**config.mk**
```make
export PLATFORM = sky130hd
export DESIGN_NAME = div_seq_ctrl
export DESIGN_NICKNAME = d
export VERILOG_FILES = /design/src/rtl/div_seq_pkg.sv /design/src/rtl/div_step.sv /design/src/rtl/div_seq_ctrl.sv
export SDC_FILE = /design/constraint.sdc
export NUM_CORES = 1
export LEC_CHECK = 0
export CORE_ASPECT_RATIO = 0.7
export CORE_MARGIN = 3
export CORE_UTILIZATION = 60
export CTS_BUF_LIST = sky130_fd_sc_hd__clkbuf_2
export DETAILED_ROUTE_END_ITERATION = 16
export HOLD_SLACK_MARGIN = 0.06
export PLACE_DENSITY = 0.88
export SLEW_MARGIN = 20
export SYNTH_ARGS = -nofsm -noshare
export SYNTH_HDL_FRONTEND = slang
export SYNTH_SLANG_ARGS = --single-unit
```
**constraint.sdc**
```tcl
create_clock -name CLK -period 10.8 [get_ports CLK]
set_input_delay 1.62 -clock CLK [delete_from_list [all_inputs] [get_ports CLK]]
set_output_delay 1.62 -clock CLK [all_outputs]
set_load 0.03 [all_outputs]
```
**src/rtl/div_seq_pkg.sv**
```systemverilog
// div_seq_pkg: shared types and constants for the sequential RAM-backed divider.
//   state_t      - controller state encoding
//   DEF_DATA_W   - default operand/result width
//   DEF_ADDR_W   - default RAM address width (8 words)
//   DEF_*_ADDR   - fixed RAM word locations of dividend, divisor, quotient, remainder
//   DIV0_Q       - quotient reported for a zero divisor
package div_seq_pkg;

    localparam int DEF_DATA_W = 32'd16;
    localparam int DEF_ADDR_W = 32'd3;

    localparam int DEF_A_ADDR = 32'd0;
    localparam int DEF_B_ADDR = 32'd1;
    localparam int DEF_Q_ADDR = 32'd2;
    localparam int DEF_R_ADDR = 32'd3;

    localparam logic [DEF_DATA_W-1:0] DIV0_Q = 16'hFFFF;

    typedef enum logic [2:0] {
        S_IDLE  = 3'd0,
        S_RD_A  = 3'd1,
        S_RD_B  = 3'd2,
        S_CHECK = 3'd3,
        S_SUB   = 3'd4,
        S_WR_Q  = 3'd5,
        S_WR_R  = 3'd6,
        S_DONE  = 3'd7
    } state_t;

endpackage

```
**src/rtl/div_step.sv**
```systemverilog
// div_step: one-cycle divide datapath holding the running quotient and remainder.
// Build option: DIV_SEQ_FAST_EN selects a fixed-length restoring shift-subtract
// (DATA_W steps); otherwise one repeated subtraction is done per step.
// Ports:
//   clk, rst    - clock, synchronous active-high reset
//   init        - load registers from dividend a (div0 selects the zero-divisor result)
//   div0        - divisor is zero (only meaningful with init)
//   step        - perform one iteration this cycle
//   a, b        - dividend, divisor (stable while stepping)
//   q_d, rem_d  - next-cycle quotient/remainder (what the registers take at this edge)
//   fin         - asserted in the last step cycle
module div_step
    import div_seq_pkg::*;
#(
    parameter int DATA_W = DEF_DATA_W
) (
    input  logic              clk,
    input  logic              rst,
    input  logic              init,
    input  logic              div0,
    input  logic              step,
    input  logic [DATA_W-1:0] a,
    input  logic [DATA_W-1:0] b,
    output logic [DATA_W-1:0] q_d,
    output logic [DATA_W-1:0] rem_d,
    output logic              fin
);

    logic [DATA_W-1:0] q_r;
    logic [DATA_W-1:0] rem_r;

`ifdef DIV_SEQ_FAST_EN
    localparam int CNT_W = $clog2(DATA_W);

    logic [CNT_W-1:0]  cnt_r;
    logic [CNT_W-1:0]  cnt_d;
    logic [DATA_W:0]   trial_s;

    // Restoring shift-subtract: q_r starts as the dividend and is shifted out MSB first
    // while quotient bits are shifted in at the LSB.
    always_comb begin
        q_d     = q_r;
        rem_d   = rem_r;
        cnt_d   = cnt_r;
        fin     = 1'b0;
        trial_s = {rem_r, q_r[DATA_W-1]};
        if (init) begin
            cnt_d = {CNT_W{1'b0}};
            if (div0) begin
                q_d   = DATA_W'(DIV0_Q);
                rem_d = a;
            end else begin
                q_d   = a;
                rem_d = {DATA_W{1'b0}};
            end
        end else if (step) begin
            cnt_d = cnt_r + {{(CNT_W-1){1'b0}}, 1'b1};
            fin   = (cnt_r == CNT_W'(DATA_W - 1));
            if (trial_s >= {1'b0, b}) begin
                rem_d = DATA_W'(trial_s - {1'b0, b});
                q_d   = {q_r[DATA_W-2:0], 1'b1};
            end else begin
                rem_d = trial_s[DATA_W-1:0];
                q_d   = {q_r[DATA_W-2:0], 1'b0};
            end
        end else begin
            cnt_d = cnt_r;
        end
    end

    // Step counter register.
    always_ff @(posedge clk) begin
        if (rst) begin
            cnt_r <= {CNT_W{1'b0}};
        end else begin
            cnt_r <= cnt_d;
        end
    end
`else
    // Repeated subtraction: one subtract per cycle while rem >= b; the first cycle
    // where it fails leaves the registers alone and flags completion.
    always_comb begin
        q_d   = q_r;
        rem_d = rem_r;
        fin   = 1'b0;
        if (init) begin
            rem_d = a;
            if (div0) begin
                q_d = DATA_W'(DIV0_Q);
            end else begin
                q_d = {DATA_W{1'b0}};
            end
        end else if (step) begin
            if (rem_r >= b) begin
                rem_d = rem_r - b;
                q_d   = q_r + {{(DATA_W-1){1'b0}}, 1'b1};
            end else begin
                fin = 1'b1;
            end
        end else begin
            fin = 1'b0;
        end
    end
`endif

    // Quotient / remainder registers.
    always_ff @(posedge clk) begin
        if (rst) begin
            q_r   <= {DATA_W{1'b0}};
            rem_r <= {DATA_W{1'b0}};
        end else begin
            q_r   <= q_d;
            rem_r <= rem_d;
        end
    end

endmodule

```
**src/rtl/div_seq_ctrl.sv**
```systemverilog
// div_seq_ctrl: sequencer that reads dividend/divisor from a shared 8x16 register-file
// RAM, divides them over several cycles and writes quotient/remainder back.
// Build option: DIV_SEQ_FAST_EN (fixed DATA_W-step shift-subtract in div_step).
// Ports:
//   CLK, RST            - clock (rising edge), synchronous active-high reset
//   start               - request, sampled only in IDLE
//   busy                - high from RD_A through DONE
//   done                - one-cycle pulse in DONE
//   err                 - divide-by-zero flag, held until the next accepted start
//   quotient, remainder - last results, held
//   ram_addr, ram_rd, ram_wr, ram_wdata - RAM request (one strobe at a time)
//   ram_rdata           - RAM read data, valid in the same cycle as the read request
module div_seq_ctrl
    import div_seq_pkg::*;
#(
    parameter int                 DATA_W = DEF_DATA_W,
    parameter int                 ADDR_W = DEF_ADDR_W,
    parameter logic [ADDR_W-1:0]  A_ADDR = ADDR_W'(DEF_A_ADDR),
    parameter logic [ADDR_W-1:0]  B_ADDR = ADDR_W'(DEF_B_ADDR),
    parameter logic [ADDR_W-1:0]  Q_ADDR = ADDR_W'(DEF_Q_ADDR),
    parameter logic [ADDR_W-1:0]  R_ADDR = ADDR_W'(DEF_R_ADDR)
) (
    input  logic              CLK,
    input  logic              RST,
    input  logic              start,
    output logic              busy,
    output logic              done,
    output logic              err,
    output logic [DATA_W-1:0] quotient,
    output logic [DATA_W-1:0] remainder,
    output logic [ADDR_W-1:0] ram_addr,
    output logic              ram_rd,
    output logic              ram_wr,
    output logic [DATA_W-1:0] ram_wdata,
    input  logic [DATA_W-1:0] ram_rdata
);

    state_t            state_r;
    state_t            state_s;
    logic [DATA_W-1:0] a_r;
    logic [DATA_W-1:0] b_r;
    logic              div0_s;
    logic              init_s;
    logic              step_s;
    logic              fin_s;
    logic [DATA_W-1:0] q_d_s;
    logic [DATA_W-1:0] rem_d_s;

    assign div0_s = (b_r == {DATA_W{1'b0}});

    div_step #(
        .DATA_W (DATA_W)
    ) u_step (
        .clk   (CLK),
        .rst   (RST),
        .init  (init_s),
        .div0  (div0_s),
        .step  (step_s),
        .a     (a_r),
        .b     (b_r),
        .q_d   (q_d_s),
        .rem_d (rem_d_s),
        .fin   (fin_s)
    );

    // Next-state and datapath control.
    always_comb begin
        state_s = state_r;
        init_s  = 1'b0;
        step_s  = 1'b0;
        case (state_r)
            S_IDLE: begin
                if (start) begin
                    state_s = S_RD_A;
                end else begin
                    state_s = S_IDLE;
                end
            end
            S_RD_A:  state_s = S_RD_B;
            S_RD_B:  state_s = S_CHECK;
            S_CHECK: begin
                init_s = 1'b1;
                if (div0_s) begin
                    state_s = S_WR_Q;
                end else begin
                    state_s = S_SUB;
                end
            end
            S_SUB: begin
                step_s = 1'b1;
                if (fin_s) begin
                    state_s = S_WR_Q;
                end else begin
                    state_s = S_SUB;
                end
            end
            S_WR_Q:  state_s = S_WR_R;
            S_WR_R:  state_s = S_DONE;
            S_DONE:  state_s = S_IDLE;
            default: state_s = S_IDLE;
        endcase
    end

    // State, operand capture and error flag.
    always_ff @(posedge CLK) begin
        if (RST) begin
            state_r <= S_IDLE;
            a_r     <= {DATA_W{1'b0}};
            b_r     <= {DATA_W{1'b0}};
            err     <= 1'b0;
        end else begin
            state_r <= state_s;
            if (state_r == S_RD_A) begin
                a_r <= ram_rdata;
            end
            if (state_r == S_RD_B) begin
                b_r <= ram_rdata;
            end
            if ((state_r == S_IDLE) && start) begin
                err <= 1'b0;
            end else if (state_r == S_CHECK) begin
                err <= div0_s;
            end
        end
    end

    // Registered outputs decoded from the state being entered, so they line up with it.
    // Write data uses the datapath's next values because the final step lands on the
    // same edge that enters WR_Q.
    always_ff @(posedge CLK) begin
        if (RST) begin
            busy      <= 1'b0;
            done      <= 1'b0;
            ram_addr  <= {ADDR_W{1'b0}};
            ram_rd    <= 1'b0;
            ram_wr    <= 1'b0;
            ram_wdata <= {DATA_W{1'b0}};
            quotient  <= {DATA_W{1'b0}};
            remainder <= {DATA_W{1'b0}};
        end else begin
            busy   <= (state_s != S_IDLE);
            done   <= (state_s == S_DONE);
            ram_rd <= 1'b0;
            ram_wr <= 1'b0;
            case (state_s)
                S_RD_A: begin
                    ram_addr <= A_ADDR;
                    ram_rd   <= 1'b1;
                end
                S_RD_B: begin
                    ram_addr <= B_ADDR;
                    ram_rd   <= 1'b1;
                end
                S_WR_Q: begin
                    ram_addr  <= Q_ADDR;
                    ram_wr    <= 1'b1;
                    ram_wdata <= q_d_s;
                end
                S_WR_R: begin
                    ram_addr  <= R_ADDR;
                    ram_wr    <= 1'b1;
                    ram_wdata <= rem_d_s;
                end
                S_DONE: begin
                    quotient  <= q_d_s;
                    remainder <= rem_d_s;
                end
                default: begin
                    ram_rd <= 1'b0;
                    ram_wr <= 1'b0;
                end
            endcase
        end
    end

endmodule

```
==> results by group, run 1 <==
Placed design
  • Pre-CTS WS: 6.41 ns
  • Number of port buffers: 73
  • GP Congestion: 0.945
  • Hpwl dp: 13.5 mm

Drt
  • Routed via count: 5977
  • Avg WL per Cell: 19.8 µm
  • Mean number of vias per cell: 6.31
  • Drt initial violations: 888
  • DRC viols: 0
  • DRT antenna net count: 0
  • Final wirelength: 18.8 mm
  • DR pass1 iterations: 7

STA
  • Max Fclk: 224 MHz
  • Setup TNS: 0 ns
  • Final period utilization: 0.414
  • RSZ-0062 raised after global routing: no
  • Slew Limit Fails: 0
  • Final worst setup slack: 6.33 ns
  • Hold Vio Cnt, Final: 0
  • Post-Route Skew: 0.0244 ns
  • Worst relative slew slack: 0.281
  • Fin crit period: 4.47 ns
  • Final setup vio count: 0
  • Worst Tran Pin Value: 1.08 ns

Synthesis
  • Seq/Total Area, Yosys: 0.403
  • Yosys warns: 0
  • Post-synth cell types: 67
  • Mapped Cells: 756
  • Post-synth top flop: dfxtp_1
  • Seq cells post-synth: 122
  • Mean Syn Cell Area: 8.02 µm²
  • Share of flip-flops with an asynchronous set or reset: 0
  • Syn nets: 797
  • Synthesized area: 0.00606 mm²
  • Number of synthesized flops with an enable pin: 0

Power and ir drop
  • Leak: 2.65 nW
  • VDD IR max: 0.128 mV
  • Pwr Density: 200 mW/mm²

CTS
  • Htree depth: 4
  • Clock Latency Late Sink: 0.73 ns
  • CTS sink cnt: 122
  • Post_cts resized: 0
  • Setup Buffers After CTS: 0
  • CTS root buffer: clkbuf_2
  • Cts bufs inserted: 17
  • Clock transition at path regs: 0.21 ns
  • CTS Buffer Depth: 2
  • CTS tree: done
  • Cts hold-fix bufs: 0

Critical path
  • Worst path cell trace: ha_1, fa_1, nand2b_1, a21oi_2, o21ai_1, a211o_1, o311ai_0, a22oi_1, inv_1, ha_1, and2_1, nor2_1, nand2_1, nor2_1, a2111oi_2
  • CP delay by family, top: compound AO/OA/AOI/OAI gates
  • WP data required: 11.44 ns
  • Slowest cell on crit path: a211o_1
  • Crit path to: ram_wdata[6]$_SDFFE_PP0P_
  • Critical path class: flip-flop to flip-flop
  • Worst R2R Start: b_r[0]$_SDFFE_PP0P_
  • Maximum fanout along the worst path: 17
  • CP Launch Type: flip-flop
  • Worst r2r dst: ram_wdata[6]$_SDFFE_PP0P_
  • FF-to-FF setup slack: 6.33 ns
  • WP data arrival: 5.12 ns
  • R2R depth: 15
  • Critical path buffer and inverter count: 1
  • CP peak stage delay: 0.60 ns
  • WP depth: 15
  • Crit. Startpoint: b_r[0]$_SDFFE_PP0P_
  • Worst setup EP type: flip-flop

Flow run
  • Max Cap Viol: 0

Floorplanning
  • Die Y: 90.1 µm
  • Row count: 30
  • Die span in x: 126 µm
  • Core ar.: 0.00976 mm²
  • Num ports: 75
  • Initial Util: 0.621
  • Die ar.: 0.0114 mm²

Global route
  • Gr busiest metal: met1
  • Vias in the first global route: 5441
  • Pin count of the biggest net entering global routing: 85
  • Met3 usage: 0.0849
  • Met2 GRT Util: 0.459
  • Routing usage on met1: 0.491
  • GRT Util Overall: 0.325
  • Initial antenna violation count: 0
  • Total grt overflow: 0
  • First-pass GRT wire length: 29.4 mm

Worst hold path
  • Worst Hold Depth: 2
  • Worst Hold Class: flip-flop to flip-flop

Finish
  • Layout cells sized above 1: 0.0745
  • # nets final: 847
  • Antenna cells: 0
  • Layout fillers: 760
  • Area Growth Syn to Fin: 16.8%

Run status
  • Status: complete, no violations
## kinds of logic (layout without fill, tap and decap cells)
group	count (synthesis)	count (layout)	share of synthesized area
AND/OR/NAND/NOR	287	287	0.211
AO/OA/AOI/OAI	217	217	0.239
flip-flops	122	122	0.403
buffers and inverters	77	140	0.0539
adder cells (fa/ha/maj)	22	22	0.0467
XOR/XNOR	19	19	0.0275
multiplexers	11	11	0.0186
other	1	1	0.000619
## layer usage
| metal | vias to the layer above | wire, µm |
|---|---|---|
| met5 | - | 0 |
| met4 | 0 | 263 |
| met3 | 29 | 2060 |
| met2 | 363 | 7660 |
| met1 | 2809 | 8820 |
| li1 | 2776 | - |
## registers in the layout, summed over array words and instances, names as in the netlist
signal and count:
a_r 16, b_r 16, quotient 16, ram_wdata 16, remainder 16, u_step.q_r 16, u_step.rem_r 16, state_r 3
ram_addr 2, busy 1, done 1, err 1, ram_rd 1, ram_wr 1
## cells in the mapped netlist, types with 4 or more instances
master | n | area (µm²)
and2_1 | 6 | 37.5
inv_1 | 29 | 109
a211o_1 | 5 | 43.8
buf_1 | 4 | 15.0
a31oi_1 | 8 | 50.1
nand4_1 | 7 | 43.8
a21o_1 | 5 | 37.5
a211oi_1 | 16 | 120
and4_1 | 5 | 43.8
a311oi_1 | 4 | 35.0
o221ai_1 | 4 | 35.0
ha_1 | 21 | 263
o21ai_1 | 4 | 20.0
clkbuf_1 | 36 | 135
nor4_1 | 4 | 25.0
o22ai_1 | 8 | 50.1
and3_1 | 8 | 50.1
o21ai_0 | 30 | 150
o211ai_1 | 10 | 75.1
o2111ai_1 | 4 | 35.0
a2111o_1 | 4 | 45.0
mux2i_1 | 9 | 90.1
o21a_1 | 4 | 30.0
nor3_1 | 7 | 35.0
dfxtp_1 | 122 | 2440
a211oi_2 | 4 | 50.1
buf_6 | 4 | 45.0
nor2_1 | 85 | 319
xnor2_1 | 13 | 114
xor2_1 | 6 | 52.6
nand2_1 | 121 | 454
nand3_1 | 22 | 110
a21oi_1 | 81 | 405
nand2b_1 | 6 | 37.5
## layout make-up
class                      instances  area, µm²  area share
tap                              128        160      0.0226
multi-input combinational        557       3310       0.468
sequential                       122       2440       0.345
inverter                          29        109      0.0154
clock buffer                      17       85.1      0.0120
clock inverter                    15        199      0.0281
timing repair buffer              79        771       0.109
## per-stage QoR
step | std cells | util | total power, mW | instance area, µm² | hold slack (ns)
after CTS | 947 | 0.725 | 1.39 | 7080 | 0.469
after detailed placement | 915 | 0.696 | 1.06 | 6790 | 0.447
after floorplan | 756 | - | 0.903 | 6060 | 0.432
after global routing | 947 | 0.725 | 1.47 | 7080 | 0.489
final | 947 | 0.725 | 1.41 | 7080 | 0.469
after global placement | 915 | 0.696 | 1.05 | 6790 | 0.442
## worst min-delay path by stage
stage | startpoint | end
after floorplan | a_r[3]$_SDFFE_PP0P_ | a_r[3]$_SDFFE_PP0P_
after global placement | remainder[14]$_SDFFE_PP0N_ | remainder[14]$_SDFFE_PP0N_
after detailed placement | a_r[1]$_SDFFE_PP0P_ | a_r[1]$_SDFFE_PP0P_
after CTS | a_r[1]$_SDFFE_PP0P_ | a_r[1]$_SDFFE_PP0P_
after global routing | a_r[1]$_SDFFE_PP0P_ | a_r[1]$_SDFFE_PP0P_
final | a_r[1]$_SDFFE_PP0P_ | a_r[1]$_SDFFE_PP0P_
## worst reg2reg max path, delay by kind of cell (launching register included)
kind / cells / cell delay [ns]
AOI/OAI and AO/OA: 6 / 1.68
and+or+nand+nor: 5 / 1.22
adders and majority gates: 3 / 0.97
DFF: 1 / 0.38
buffers and inverters: 1 / 0.15
## cells in the final DEF, fill, tap and decap left out, types with 17 or more instances in the layout
cell type / Yosys / layout
clkbuf_2: 0 / 17
inv_1: 29 / 29
ha_1: 21 / 21
dfxtp_1: 122 / 122
nand3_1: 22 / 21
a21oi_1: 81 / 81
clkdlybuf4s50_1: 0 / 72
o21ai_0: 30 / 30
nor2_1: 85 / 85
nand2_1: 121 / 121
## where the power goes
group	leakage (nW)	internal [mW]	total, mW	switching, mW
logic	1.50	0.191	0.541	0.350
clock network	0.156	0.153	0.343	0.190
registers	0.988	0.493	0.530	0.0368
total	2.65	0.837	1.41	0.577
Note: power is estimated with default switching activity, not from simulation.
==> inputs of run 2 (changes only) <==
--- a/config.mk
+++ b/config.mk
@@ -7,11 +7,11 @@
 export LEC_CHECK = 0
 export CORE_ASPECT_RATIO = 0.7
 export CORE_MARGIN = 3
-export CORE_UTILIZATION = 60
+export CORE_UTILIZATION = 52
 export CTS_BUF_LIST = sky130_fd_sc_hd__clkbuf_2
 export DETAILED_ROUTE_END_ITERATION = 16
 export HOLD_SLACK_MARGIN = 0.06
-export PLACE_DENSITY = 0.88
+export PLACE_DENSITY = 0.81
 export SLEW_MARGIN = 20
 export SYNTH_ARGS = -nofsm -noshare
 export SYNTH_HDL_FRONTEND = slang
==> constraint.sdc (replaced) <==
create_clock -name CLK -period 4 [get_ports CLK]
set_input_delay 0.6 -clock CLK [delete_from_list [all_inputs] [get_ports CLK]]
set_output_delay 0.6 -clock CLK [all_outputs]
set_load 0.03 [all_outputs]
==> run 2 against run 1 <==
Clock skew is 0.015 ns higher. Sequential power grew to 2.7 times the previous value. Sequential share of layout area down 0.19 points. Combinational power increased to 2.8 times the previous value. Worst hold slack got worse by 0.022 ns. Total power rose to 2.6 times the previous value. First-iteration DRC count fell by 16%. Count of clock-buffer cells in the layout stayed put. Flip-flop and latch count did not move. Register-to-register slack got worse by 6.0 ns. Non-clock buffer count increased by 10. Utilization down 9.0 points. Critical path type unchanged. Largest cell class unchanged.
==> results by group, run 2 (synthesis gave the netlist of run 1 again) <==
Critical path
  • Maximum fanout along the worst path: 9
  • Worst r2r dst: ram_wdata[6]$_SDFFE_PP0P_
  • Worst R2R Start: u_step.rem_r[0]$_SDFF_PP0_
  • R2R depth: 17
  • CP Launch Type: flip-flop
  • Crit. Startpoint: u_step.rem_r[0]$_SDFF_PP0_
  • WP data required: 4.61 ns
  • Worst setup EP type: flip-flop
  • Critical path class: flip-flop to flip-flop
  • WP data arrival: 4.28 ns
  • FF-to-FF setup slack: 0.32 ns

Drt
  • DRC viols: 0
  • Drt initial violations: 744
  • Mean number of vias per cell: 6.07
  • DRT antenna net count: 0
  • Avg WL per Cell: 19.8 µm
  • DR pass1 iterations: 8
  • Final wirelength: 19.4 mm
  • Routed via count: 5959

CTS
  • CTS Buffer Depth: 2
  • CTS root buffer: clkbuf_2
  • Htree depth: 4
  • Clock transition at path regs: 0.22 ns
  • CTS tree: done
  • Clock Latency Late Sink: 0.70 ns
  • Cts bufs inserted: 17
  • CTS sink cnt: 122
  • Setup Buffers After CTS: 0

Finish
  • Layout fillers: 976
  • Most frequent cells in the layout: dfxtp_1 (122), nand2_1 (121), nor2_1 (85)
  • Layout cells sized above 1: 0.0881
  • Commonest non-fill, non-tap cell in the layout: dfxtp_1
  • Area Growth Syn to Fin: 17.4%
  • Antenna cells: 0
  • # nets final: 857

Floorplanning
  • Die span in x: 135 µm
  • Initial Util: 0.541
  • Die ar.: 0.0130 mm²
  • Core ar.: 0.0112 mm²
  • Die Y: 96.3 µm
  • Num ports: 75
  • Row count: 32

STA
  • RSZ-0062 raised after global routing: no
  • Final hold slack: 0.446 ns
  • Setup TNS: 0 ns
  • Final period utilization: 0.919
  • Post-Route Skew: 0.0397 ns
  • Worst Tran Pin Value: 1.03 ns
  • Slew Limit Fails: 0
  • Hold Vio Cnt, Final: 0
  • Max Fclk: 272 MHz
  • Worst relative slew slack: 0.315
  • Final setup vio count: 0
  • Fin crit period: 3.68 ns

Run status
  • Status: complete, no violations

Placed design
  • Number of port buffers: 73
  • Hpwl dp: 14.0 mm
  • GP Congestion: 0.959

Worst hold path
  • Hold path endpoint: a_r[0]$_SDFFE_PP0P_
  • Worst Hold Class: primary input to flip-flop
  • Hold_sp: ram_rdata[0]
  • Worst Hold Depth: 3

Global route
  • GRT Util Overall: 0.305
  • Vias in the first global route: 5452
  • Total grt overflow: 0
  • First-pass GRT wire length: 30.3 mm
  • Initial antenna violation count: 0
  • Pin count of the biggest net entering global routing: 95

Power and ir drop
  • Pwr Density: 516 mW/mm²
  • Leak: 2.67 nW
  • VDD IR max: 0.353 mV

Flow run
  • Max Cap Viol: 0
run 2: changes by cell type in the layout (fill, tap and decap cells not counted), sizes merged:
| cell | before | now |
|---|---|---|
| clkinv | 6 | 9 |
| bufinv | 4 | 1 |
| buf | 7 | 17 |
run 2: how the worst max path moves through the flow:
stage	to	slack, ns	cells past startpoint
final	ram_wdata[6]$_SDFFE_PP0P_	0.32	17
after global routing	ram_wdata[6]$_SDFFE_PP0P_	0.05	17
after CTS	ram_wdata[6]$_SDFFE_PP0P_	0.26	17
after detailed placement	ram_wdata[6]$_SDFFE_PP0P_	0.35	17
after global placement	ram_wdata[6]$_SDFFE_PP0P_	0.48	17
after floorplan	ram_wdata[6]$_SDFFE_PP0P_	0.17	20
run 2: area by class of cell:
type                       count  area, µm²  area share
timing repair buffer          89        846       0.119
tap                          153        191      0.0269
sequential                   122       2440       0.343
clock inverter                15        128      0.0179
multi-input combinational    557       3320       0.466
inverter                      29        109      0.0153
clock buffer                  17       85.1      0.0120
run 2: what timing repair did:
action	CTS	global route
resized for setup	0	3
hold buffers	0	0
endpoints found under the setup margin	0	6
run 2: metrics by stage:
stage / setup slack [ns] / power (mW) / util / instance area [µm²] / cells
6_report: 0.325 / 3.67 / 0.635 / 7120 / 982
5_1_grt: 0.0525 / 3.88 / 0.635 / 7120 / 982
4_1_cts: 0.262 / 3.63 / 0.634 / 7100 / 982
3_5_place_dp: 0.353 / 2.90 / 0.615 / 6890 / 950
3_3_place_gp: 0.478 / 2.89 / 0.615 / 6890 / 950
2_1_floorplan: 0.170 / 2.44 / - / 6060 / 756
run 2: layer usage:
metal / share of wire / track usage / vias up
li1: - / - / 2795
met1: 0.46 / 0.449 / 2795
met2: 0.40 / 0.422 / 338
met3: 0.13 / 0.101 / 31
met4: 0.015 / 0.0839 / 0
met5: 0 / 0 / -
run 2: power breakdown:
part	switching, mW	internal, mW	leakage [nW]	total [mW]
registers	0.106	1.33	0.988	1.44
clock network	0.516	0.223	0.126	0.738
logic	0.955	0.542	1.55	1.50
run 2: critical path: stages, from the launching register on:
cell	delay, ns
dfxtp_1	0.36
inv_1	0.05
ha_1	0.20
fa_1	0.40
nand2b_1	0.20
a21oi_4	0.21
o21ai_1	0.13
a211o_1	0.33
o311ai_0	0.12
a22oi_1	0.20
inv_1	0.16
ha_2	0.27
and2_1	0.17
nor2_1	0.05
buf_4	0.16
nand2_1	0.20
nor2_1	0.10
a2111oi_2	0.28
